<file path="src/rtl/uart_pkg.sv">
// Shared receiver state encoding and parity-sense constants for the UART receive path.
package uart_pkg;

    typedef enum logic [2:0] {
        IDLE,
        START,
        DATA,
        PARITY,
        STOP,
        BREAK_WAIT
    } rx_state_e;

    localparam logic PARITY_EVEN = 1'b0;
    localparam logic PARITY_ODD  = 1'b1;

endpackage

</file>
<file path="src/rtl/uart_sync2.sv">
// Two-flop synchronizer for an asynchronous level; 2 clk latency, reset value is a parameter.
module uart_sync2 #(
    parameter logic RESET_VAL = 1'b1
) (
    input  logic clk,
    input  logic reset,
    input  logic i_async,
    output logic o_sync
);

    logic r_meta;
    logic r_sync;

    always_ff @(posedge clk) begin
        if (!reset) begin
            r_meta <= RESET_VAL;
            r_sync <= RESET_VAL;
        end else begin
            r_meta <= i_async;
            r_sync <= r_meta;
        end
    end

    assign o_sync = r_sync;

endmodule

</file>
<file path="src/rtl/uart_rx_oversampled.sv">
// Oversampled UART receiver: rx_valid rises 1 clk after the stop-bit sample tick.
// Holds a word until rx_ready; a frame finishing while a word is pending is dropped with an overrun pulse.
module uart_rx_oversampled #(
    parameter int DATA_BITS    = 8,
    parameter int OVERSAMPLING = 16,
    parameter int PARITY_EN    = 0,
    parameter int PARITY_ODD   = 0
) (
    input  logic                 clk,
    input  logic                 reset,
    input  logic                 tick,
    input  logic                 rx,
    output logic [DATA_BITS-1:0] rx_data,
    output logic                 rx_valid,
    input  logic                 rx_ready,
    output logic                 frame_err,
    output logic                 parity_err,
    output logic                 overrun
);

    import uart_pkg::*;

    localparam int SW = $clog2(OVERSAMPLING);
    localparam int BW = $clog2(DATA_BITS);
    localparam logic [SW-1:0] MID      = SW'(OVERSAMPLING / 2 - 1);
    localparam logic [SW-1:0] LAST     = SW'(OVERSAMPLING - 1);
    localparam logic [BW-1:0] BIT_LAST = BW'(DATA_BITS - 1);
    localparam logic          W_SENSE  = (PARITY_ODD != 0) ? uart_pkg::PARITY_ODD : PARITY_EVEN;

    rx_state_e r_state;
    rx_state_e w_next;

    logic                 w_rx_s;
    logic [SW-1:0]        r_sample_cnt;
    logic [BW-1:0]        r_bit_cnt;
    logic [DATA_BITS-1:0] r_shift;
    logic                 r_par_err;
    logic [DATA_BITS-1:0] r_data;
    logic                 r_valid;
    logic                 r_frame_err;
    logic                 r_parity_err;
    logic                 r_overrun;

    logic w_at_mid;
    logic w_at_last;
    logic w_shift_en;
    logic w_par_en;
    logic w_complete;
    logic w_load;

    uart_sync2 #(.RESET_VAL(1'b1)) u_sync (
        .clk     (clk),
        .reset   (reset),
        .i_async (rx),
        .o_sync  (w_rx_s)
    );

    assign w_at_mid  = (r_sample_cnt == MID);
    assign w_at_last = (r_sample_cnt == LAST);

    always_ff @(posedge clk) begin
        if (!reset) begin
            r_state <= IDLE;
        end else begin
            r_state <= w_next;
        end
    end

    always_comb begin
        w_next = r_state;
        if (tick) begin
            case (r_state)
                IDLE: begin
                    if (!w_rx_s) w_next = START;
                end
                START: begin
                    if (w_at_mid) begin
                        if (w_rx_s) w_next = IDLE;
                        else        w_next = DATA;
                    end
                end
                DATA: begin
                    if (w_at_last && (r_bit_cnt == BIT_LAST)) begin
                        if (PARITY_EN != 0) w_next = PARITY;
                        else                w_next = STOP;
                    end
                end
                PARITY: begin
                    if (w_at_last) w_next = STOP;
                end
                STOP: begin
                    if (w_at_last) begin
                        if (w_rx_s) w_next = IDLE;
                        else        w_next = BREAK_WAIT;
                    end
                end
                BREAK_WAIT: begin
                    if (w_rx_s) w_next = IDLE;
                end
                default: w_next = IDLE;
            endcase
        end
    end

    always_comb begin
        w_shift_en = 1'b0;
        w_par_en   = 1'b0;
        w_complete = 1'b0;
        if (tick && w_at_last) begin
            w_shift_en = (r_state == DATA);
            w_par_en   = (r_state == PARITY);
            w_complete = (r_state == STOP);
        end
    end

    // Sample counter restarts on every state change, so DATA/PARITY/STOP samples land mid-bit.
    always_ff @(posedge clk) begin
        if (!reset) begin
            r_sample_cnt <= '0;
            r_bit_cnt    <= '0;
            r_shift      <= '0;
            r_par_err    <= 1'b0;
        end else if (tick) begin
            if ((w_next != r_state) || w_at_last || (r_state == IDLE) || (r_state == BREAK_WAIT)) begin
                r_sample_cnt <= '0;
            end else begin
                r_sample_cnt <= r_sample_cnt + 1'b1;
            end
            if (r_state == START) begin
                r_bit_cnt <= '0;
            end else if (w_shift_en) begin
                r_bit_cnt <= r_bit_cnt + 1'b1;
            end
            if (w_shift_en) begin
                r_shift <= {w_rx_s, r_shift[DATA_BITS-1:1]};
            end
            if (w_par_en) begin
                r_par_err <= (^r_shift) ^ w_rx_s ^ W_SENSE;
            end
        end
    end

    assign w_load = w_complete && (!r_valid || rx_ready);

    always_ff @(posedge clk) begin
        if (!reset) begin
            r_data       <= '0;
            r_valid      <= 1'b0;
            r_frame_err  <= 1'b0;
            r_parity_err <= 1'b0;
            r_overrun    <= 1'b0;
        end else begin
            r_overrun <= w_complete && r_valid && !rx_ready;
            if (w_load) begin
                r_data       <= r_shift;
                r_frame_err  <= ~w_rx_s;
                r_parity_err <= r_par_err;
                r_valid      <= 1'b1;
            end else if (r_valid && rx_ready) begin
                r_valid <= 1'b0;
            end
        end
    end

    assign rx_data    = r_data;
    assign rx_valid   = r_valid;
    assign frame_err  = r_frame_err;
    assign parity_err = r_parity_err;
    assign overrun    = r_overrun;

endmodule

</file>
<file path="config.mk">
export PLATFORM = sky130hd
export DESIGN_NAME = uart_rx_oversampled
export DESIGN_NICKNAME = d
export VERILOG_FILES = /design/src/rtl/uart_pkg.sv /design/src/rtl/uart_sync2.sv /design/src/rtl/uart_rx_oversampled.sv
export SDC_FILE = /design/constraint.sdc
export NUM_CORES = 1
export LEC_CHECK = 0
export CAP_MARGIN = 15
export CORE_ASPECT_RATIO = 1.75
export CORE_MARGIN = 2
export CORE_UTILIZATION = 50
export DETAILED_ROUTE_END_ITERATION = 8
export PLACE_DENSITY_LB_ADDON = 0.12
export SYNTH_ARGS = -nofsm -noshare
export SYNTH_HDL_FRONTEND = slang
export SYNTH_SLANG_ARGS = --single-unit
</file>
<file path="constraint.sdc">
create_clock -name clk -period 1.65 [get_ports clk]
set_input_delay 0.33 -clock clk [delete_from_list [all_inputs] [get_ports clk]]
set_output_delay 0.33 -clock clk [all_outputs]
set_load 0.02 [all_outputs]
</file>
==> Word level (Yosys, flattened, before mapping) <==
Cells that the tools add are included.
{ "totals": {"reg_bits": 33, "input_bits": 5, "out_inout_bits": 12, "elab_cells": 62} }
{ "classes": {"addsub": 2, "eq_ne": 9, "n_mux": 18, "bitwise": 2, "n_reduce_logical": 19} }
{ "ops": {"columns": ["operator", "count"], "rows": [
  ["$mux W3", 10],
  ["$pmux W3 S6", 1],
  ["$eq A3 B3 Y1 const B", 3],
  ["$reduce_xor A8 Y1", 1],
  ["$eq A3 B2 Y1 const B", 2],
  ["$logic_and A1 B1 Y1", 6],
  ["$reduce_and A2 Y1", 3],
  ["$mux W1", 5],
  ["$add A4 B1 Y4 const B", 1],
  ["$eq A4 B3 Y1 const B", 1],
  ["$eq A4 B4 Y1 const B", 1],
  ["$logic_or A1 B1 Y1", 4],
  ["$mux W4", 1],
  ["$reduce_bool A2 Y1", 2],
  ["$add A3 B1 Y3 const B", 1],
  ["$eq A3 B1 Y1 const B", 1],
  ["$logic_not A3 Y1", 1],
  ["$ne A3 B3 Y1", 1],
  ["$logic_not A1 Y1", 2],
  ["$mux W2", 1],
  ["$not A1 Y1", 1],
  ["$xor A1 B1 Y1", 1]
]} }

==> Longest topological paths before layout <==
{ "logic_depth": {"ltp_word": 10, "depth_mapped": 8, "depth_no_buf": 7} }

==> By module <==
A second synthesis with hierarchy kept.
{ "unflattened": {"cells_unflattened": 174, "hier_area_um2": 1600.3} }
{ "by_module_without_submodules": {"columns": ["mod", "n_inst", "cells_each", "area_each_um2", "seq_area_each_um2"], "rows": [
  ["uart_rx_oversampled", 1, 170, 1547.7, 620.6],
  ["uart_sync2", 1, 4, 52.6, 40.0]
]} }

==> Worst setup path before layout <==
Ideal clock, no wire load.
{ "synth_timing": {"kind": "register to register", "startpoint": "register r_sample_cnt[0]", "endpoint": "register r_bit_cnt[0]", "setup_ns": 0.115, "arrival_time_ns": 1.560, "required_time_ns": 1.535, "path_slack_ns": -0.025, "stages_incl_launch_ff": 9, "n_path_buf": 2, "cell_sequence": "dfxtp_1 ha_1 and3_4 and3_4 and2_4 buf_6 buf_12 mux2i_1 and2_1"} }
{ "synth_via": {"elab_chain_len": 5} }
{ "synth_rtl": {"columns": ["element", "line", "rtl"], "rows": [
  ["from (decl)", "uart_rx_oversampled.sv:34", "logic [SW-1:0] r_sample_cnt;"],
  ["from (signal assigned)", "uart_rx_oversampled.sv:127", "r_sample_cnt <= r_sample_cnt + 1'b1;"],
  ["$eq A4 B4 Y1", "uart_rx_oversampled.sv:59", "assign w_at_last = (r_sample_cnt == LAST);"],
  ["$logic_and A1 B1 Y1", "uart_rx_oversampled.sv:109", "if (tick && w_at_last) begin"],
  ["$mux W1", "uart_rx_oversampled.sv:109", null],
  ["$reduce_bool A2 Y1 (no line)", null, null],
  ["$reduce_and A2 Y1 (no line)", null, null],
  ["to (signal assigned)", "uart_rx_oversampled.sv:132", "r_bit_cnt <= r_bit_cnt + 1'b1;"],
  ["to (decl)", "uart_rx_oversampled.sv:35", "logic [BW-1:0] r_bit_cnt;"]
]} }
Every way passes these cells.
A chain may end at the register's enable or synchronous reset.

==> Worst setup path after layout <==
{ "layout_timing": {"startpoint": "register r_data[7], in the netlist rx_data[7]", "endpoint": "output port rx_data[7]"} }
{ "layout_rtl": {"columns": ["element", "line", "rtl"], "rows": [
  ["from (decl)", "uart_rx_oversampled.sv:38", "logic [DATA_BITS-1:0] r_data;"],
  ["from (signal assigned)", "uart_rx_oversampled.sv:155", "r_data <= r_shift;"],
  ["to (decl)", "uart_rx_oversampled.sv:13", "output logic [DATA_BITS-1:0] rx_data,"]
]} }
No word-level cell between the ends.

==> impl_metrics.env <==
export IMPL_clkTransAtPathRegs_ps=70
export IMPL_setup_viol=0
export IMPL_slew_viol_final=0
export IMPL_post_route_min_period_ps=1570
export IMPL_worst_r2r_setup_slack_ps=90
export IMPL_fillerInstances=275
export IMPL_synthDominantCellAreaShare=0.404
export IMPL_peakVddDrop_mv=0.816
export IMPL_power_uw=1690
export IMPL_avgSynthCellArea_um2=9.51
export IMPL_drtAntennaViolNets=0
export IMPL_antenna_found_initial=0
export IMPL_dp_cells=238
export IMPL_power_density_mw_per_mm2=815
export IMPL_gp_congestion=0.782
export IMPL_fin_nets=211
export IMPL_critPathCapture="rx_data[7]"
export IMPL_cts_made_buffers=5
export IMPL_critPathMaxFanout=2
export IMPL_leakagePower_uw=0.000833
export IMPL_yosysWarnings=0
export IMPL_regArea_um2=664
export IMPL_cp_slowest_cell="clkdlybuf4s50_1"
export IMPL_clock_skew_ps=5.94
export IMPL_synth_top_cell_by_area="dfxtp_1"
export IMPL_grt_max_degree=33
export IMPL_worst_path_buf_inv=1
export IMPL_tightestPinTransition_ps=360
export IMPL_track_usage=0.214
export IMPL_core_area_mm2=0.00314
export IMPL_drt_iter0_drc=20
export IMPL_syn_inst=172
export IMPL_cpLargestDelayFamily="buffers and inverters"
export IMPL_clkLatencyLatePin_ps=280
export IMPL_final_common_cell="dfxtp_1"
export IMPL_path_cells="clkdlybuf4s50_1"
export IMPL_drt_wirelength_per_cell_um=13.8
export IMPL_synth_seq_area_share=0.404
export IMPL_worstReg2RegStart="r_sample_cnt[0]"
export IMPL_crit_arrival_ps=1240
export IMPL_rows=27
export IMPL_fin_util=0.659
export IMPL_root_buffer="clkbuf_8"
export IMPL_path_depth=1
export IMPL_htree_levels=2
export IMPL_hold_viol=0
export IMPL_antenna_cells=0
export IMPL_drive_gt1_frac=0.201
export IMPL_grt_pass1_vias=1332
export IMPL_multi_input_area_um2=925
export IMPL_startpoint="rx_data[7]"
export IMPL_slew_headroom=0.757
export IMPL_period_share=0.951
export IMPL_ys_top_cells_by_area="dfxtp_1, mux2i_1, nor2b_1"
export IMPL_via_per_inst=5.25
export IMPL_die_w_um=47.2
export IMPL_syn_to_final_growth_pct=26.7
export IMPL_num_vias=1297
export IMPL_totalWireLength_um=3400
export IMPL_grt_pass1_wl_um=5750
export IMPL_syn_nets=180
export IMPL_rsz0062_at_grt="false"
export IMPL_pin_count=17
export IMPL_drt_pre_antenna_iters=4
export IMPL_final_cell_mix="dfxtp_1, nor2b_1, buf_4"
export IMPL_die_h_um=79.7
export IMPL_dp_hpwl_um=2500
export IMPL_cts_num_sinks=33
export IMPL_ff2ff_path_depth=6
export IMPL_critical_path_max_stage_delay_ps=610
export IMPL_synth_cell_types=42
export IMPL_cts_tree="yes"
export IMPL_grt_overflow=0
export IMPL_syn_cell_area_mm2=0.00164
export IMPL_status="completed"
export IMPL_worstSetupPathType="reg -> out"
export IMPL_min_path_type="reg -> reg"
export IMPL_start_util=0.521
export IMPL_instances_no_fill=247
export IMPL_reg2reg_to="r_shift[6]"
export IMPL_die_area_mm2=0.00376
export IMPL_max_cap_violations=0
export IMPL_crit_path_start_kind="flop"
export IMPL_cts_buffer_depth=2
export IMPL_max_freq_mhz=637
export IMPL_crit_path_end_kind="output pin"
export IMPL_yosys_register_bits=33
export IMPL_drc=0
export IMPL_crit_required_ps=1320
export IMPL_cts_setup_buffers=0
export IMPL_io_buffers=16
## worst min path at each step
stage | start | endpoint | slack (ps) | cells past startpoint
global placement | u_sync.r_meta | u_sync.o_sync | 390 | 1
global route | u_sync.r_meta | u_sync.o_sync | 430 | 1
floorplan | u_sync.r_meta | u_sync.o_sync | 390 | 1
detailed placement | u_sync.r_meta | u_sync.o_sync | 400 | 1
CTS | u_sync.r_meta | u_sync.o_sync | 410 | 1
finish | u_sync.r_meta | u_sync.o_sync | 410 | 1
## stage by stage
stage | TNS, ps | hold WS (ps) | cell area [um^2] | setup WS [ps]
2_1_floorplan | 0 | 386 | 1640 | 0.656
3_5_place_dp | -5220 | 396 | 1920 | -375
5_1_grt | 0 | 425 | 2070 | 30.1
6_report | 0 | 409 | 2070 | 81.2
4_1_cts | -15.0 | 410 | 2050 | -15.0
3_3_place_gp | -4110 | 395 | 1920 | -314
## sequential cells by signal, indices dropped and copies added, names as in the netlist
signal	flops
r_shift	8
r_par_err	1
r_state	3
u_sync.o_sync	1
r_sample_cnt	4
parity_err	1
rx_valid	1
rx_data	8
u_sync.r_meta	1
frame_err	1
overrun	1
r_bit_cnt	3
## cell families (layout without fill, tap and decap cells)
family          after synthesis  count (layout)  share of synthesized area
compound gates               27              27                      0.109
fa+ha+maj                     3               3                     0.0230
flops                        33              33                      0.404
mux                          18              18                      0.110
buf+inv                      14              45                     0.0520
xor+xnor                      8               8                     0.0513
simple gates                 69              70                      0.251
## timing repair
action	4_1_cts	5_1_grt
gates cloned	1	0
hold buffers	0	0
pin swaps	0	1
hold endpoints to repair	0	0
gates resized for setup	2	8
endpoints found under the setup margin	9	15
## cell usage after synthesis, drive strengths merged
library cell / n
a211o: 1
a21boi: 4
a21oi: 2
a22oi: 1
a31oi: 1
a32oi: 1
a41oi: 1
and2: 4
and3: 4
and3b: 1
buf: 9
clkbuf: 3
dfxtp: 33
ha: 3
inv: 2
mux2i: 18
nand2: 15
nand2b: 5
nand3: 5
nand3b: 3
nand4b: 2
nor2: 3
nor2b: 23
nor3: 1
nor4b: 1
o21a: 2
o21ai: 11
o221ai: 1
o22ai: 1
o31ai: 1
or2: 1
or3b: 1
xnor2: 5
xnor3: 1
xor2: 2
## report_power, final
| group | total (uW) | internal (uW) | switching, uW |
|---|---|---|---|
| clock network | 779 | 492 | 287 |
| logic | 102 | 52.8 | 49.0 |
| registers | 808 | 802 | 5.66 |
| total | 1690 | 1350 | 342 |
## area by class of cell
cell class	count	share of cell area
inverter	2	0.00362
clock buffer	7	0.0417
multi-input combinational	126	0.446
tap	43	0.0260
sequential	33	0.321
timing repair buffer	35	0.147
clock inverter	1	0.0145
## per-layer routing
metal,GRT usage,vias to the layer above,share of wire
met4,0.142,0,0.040
met5,0,-,0
met2,0.377,33,0.57
met1,0.195,607,0.36
met3,0.0566,10,0.035
li1,-,647,-
Power figures use the tool's default switching activity.
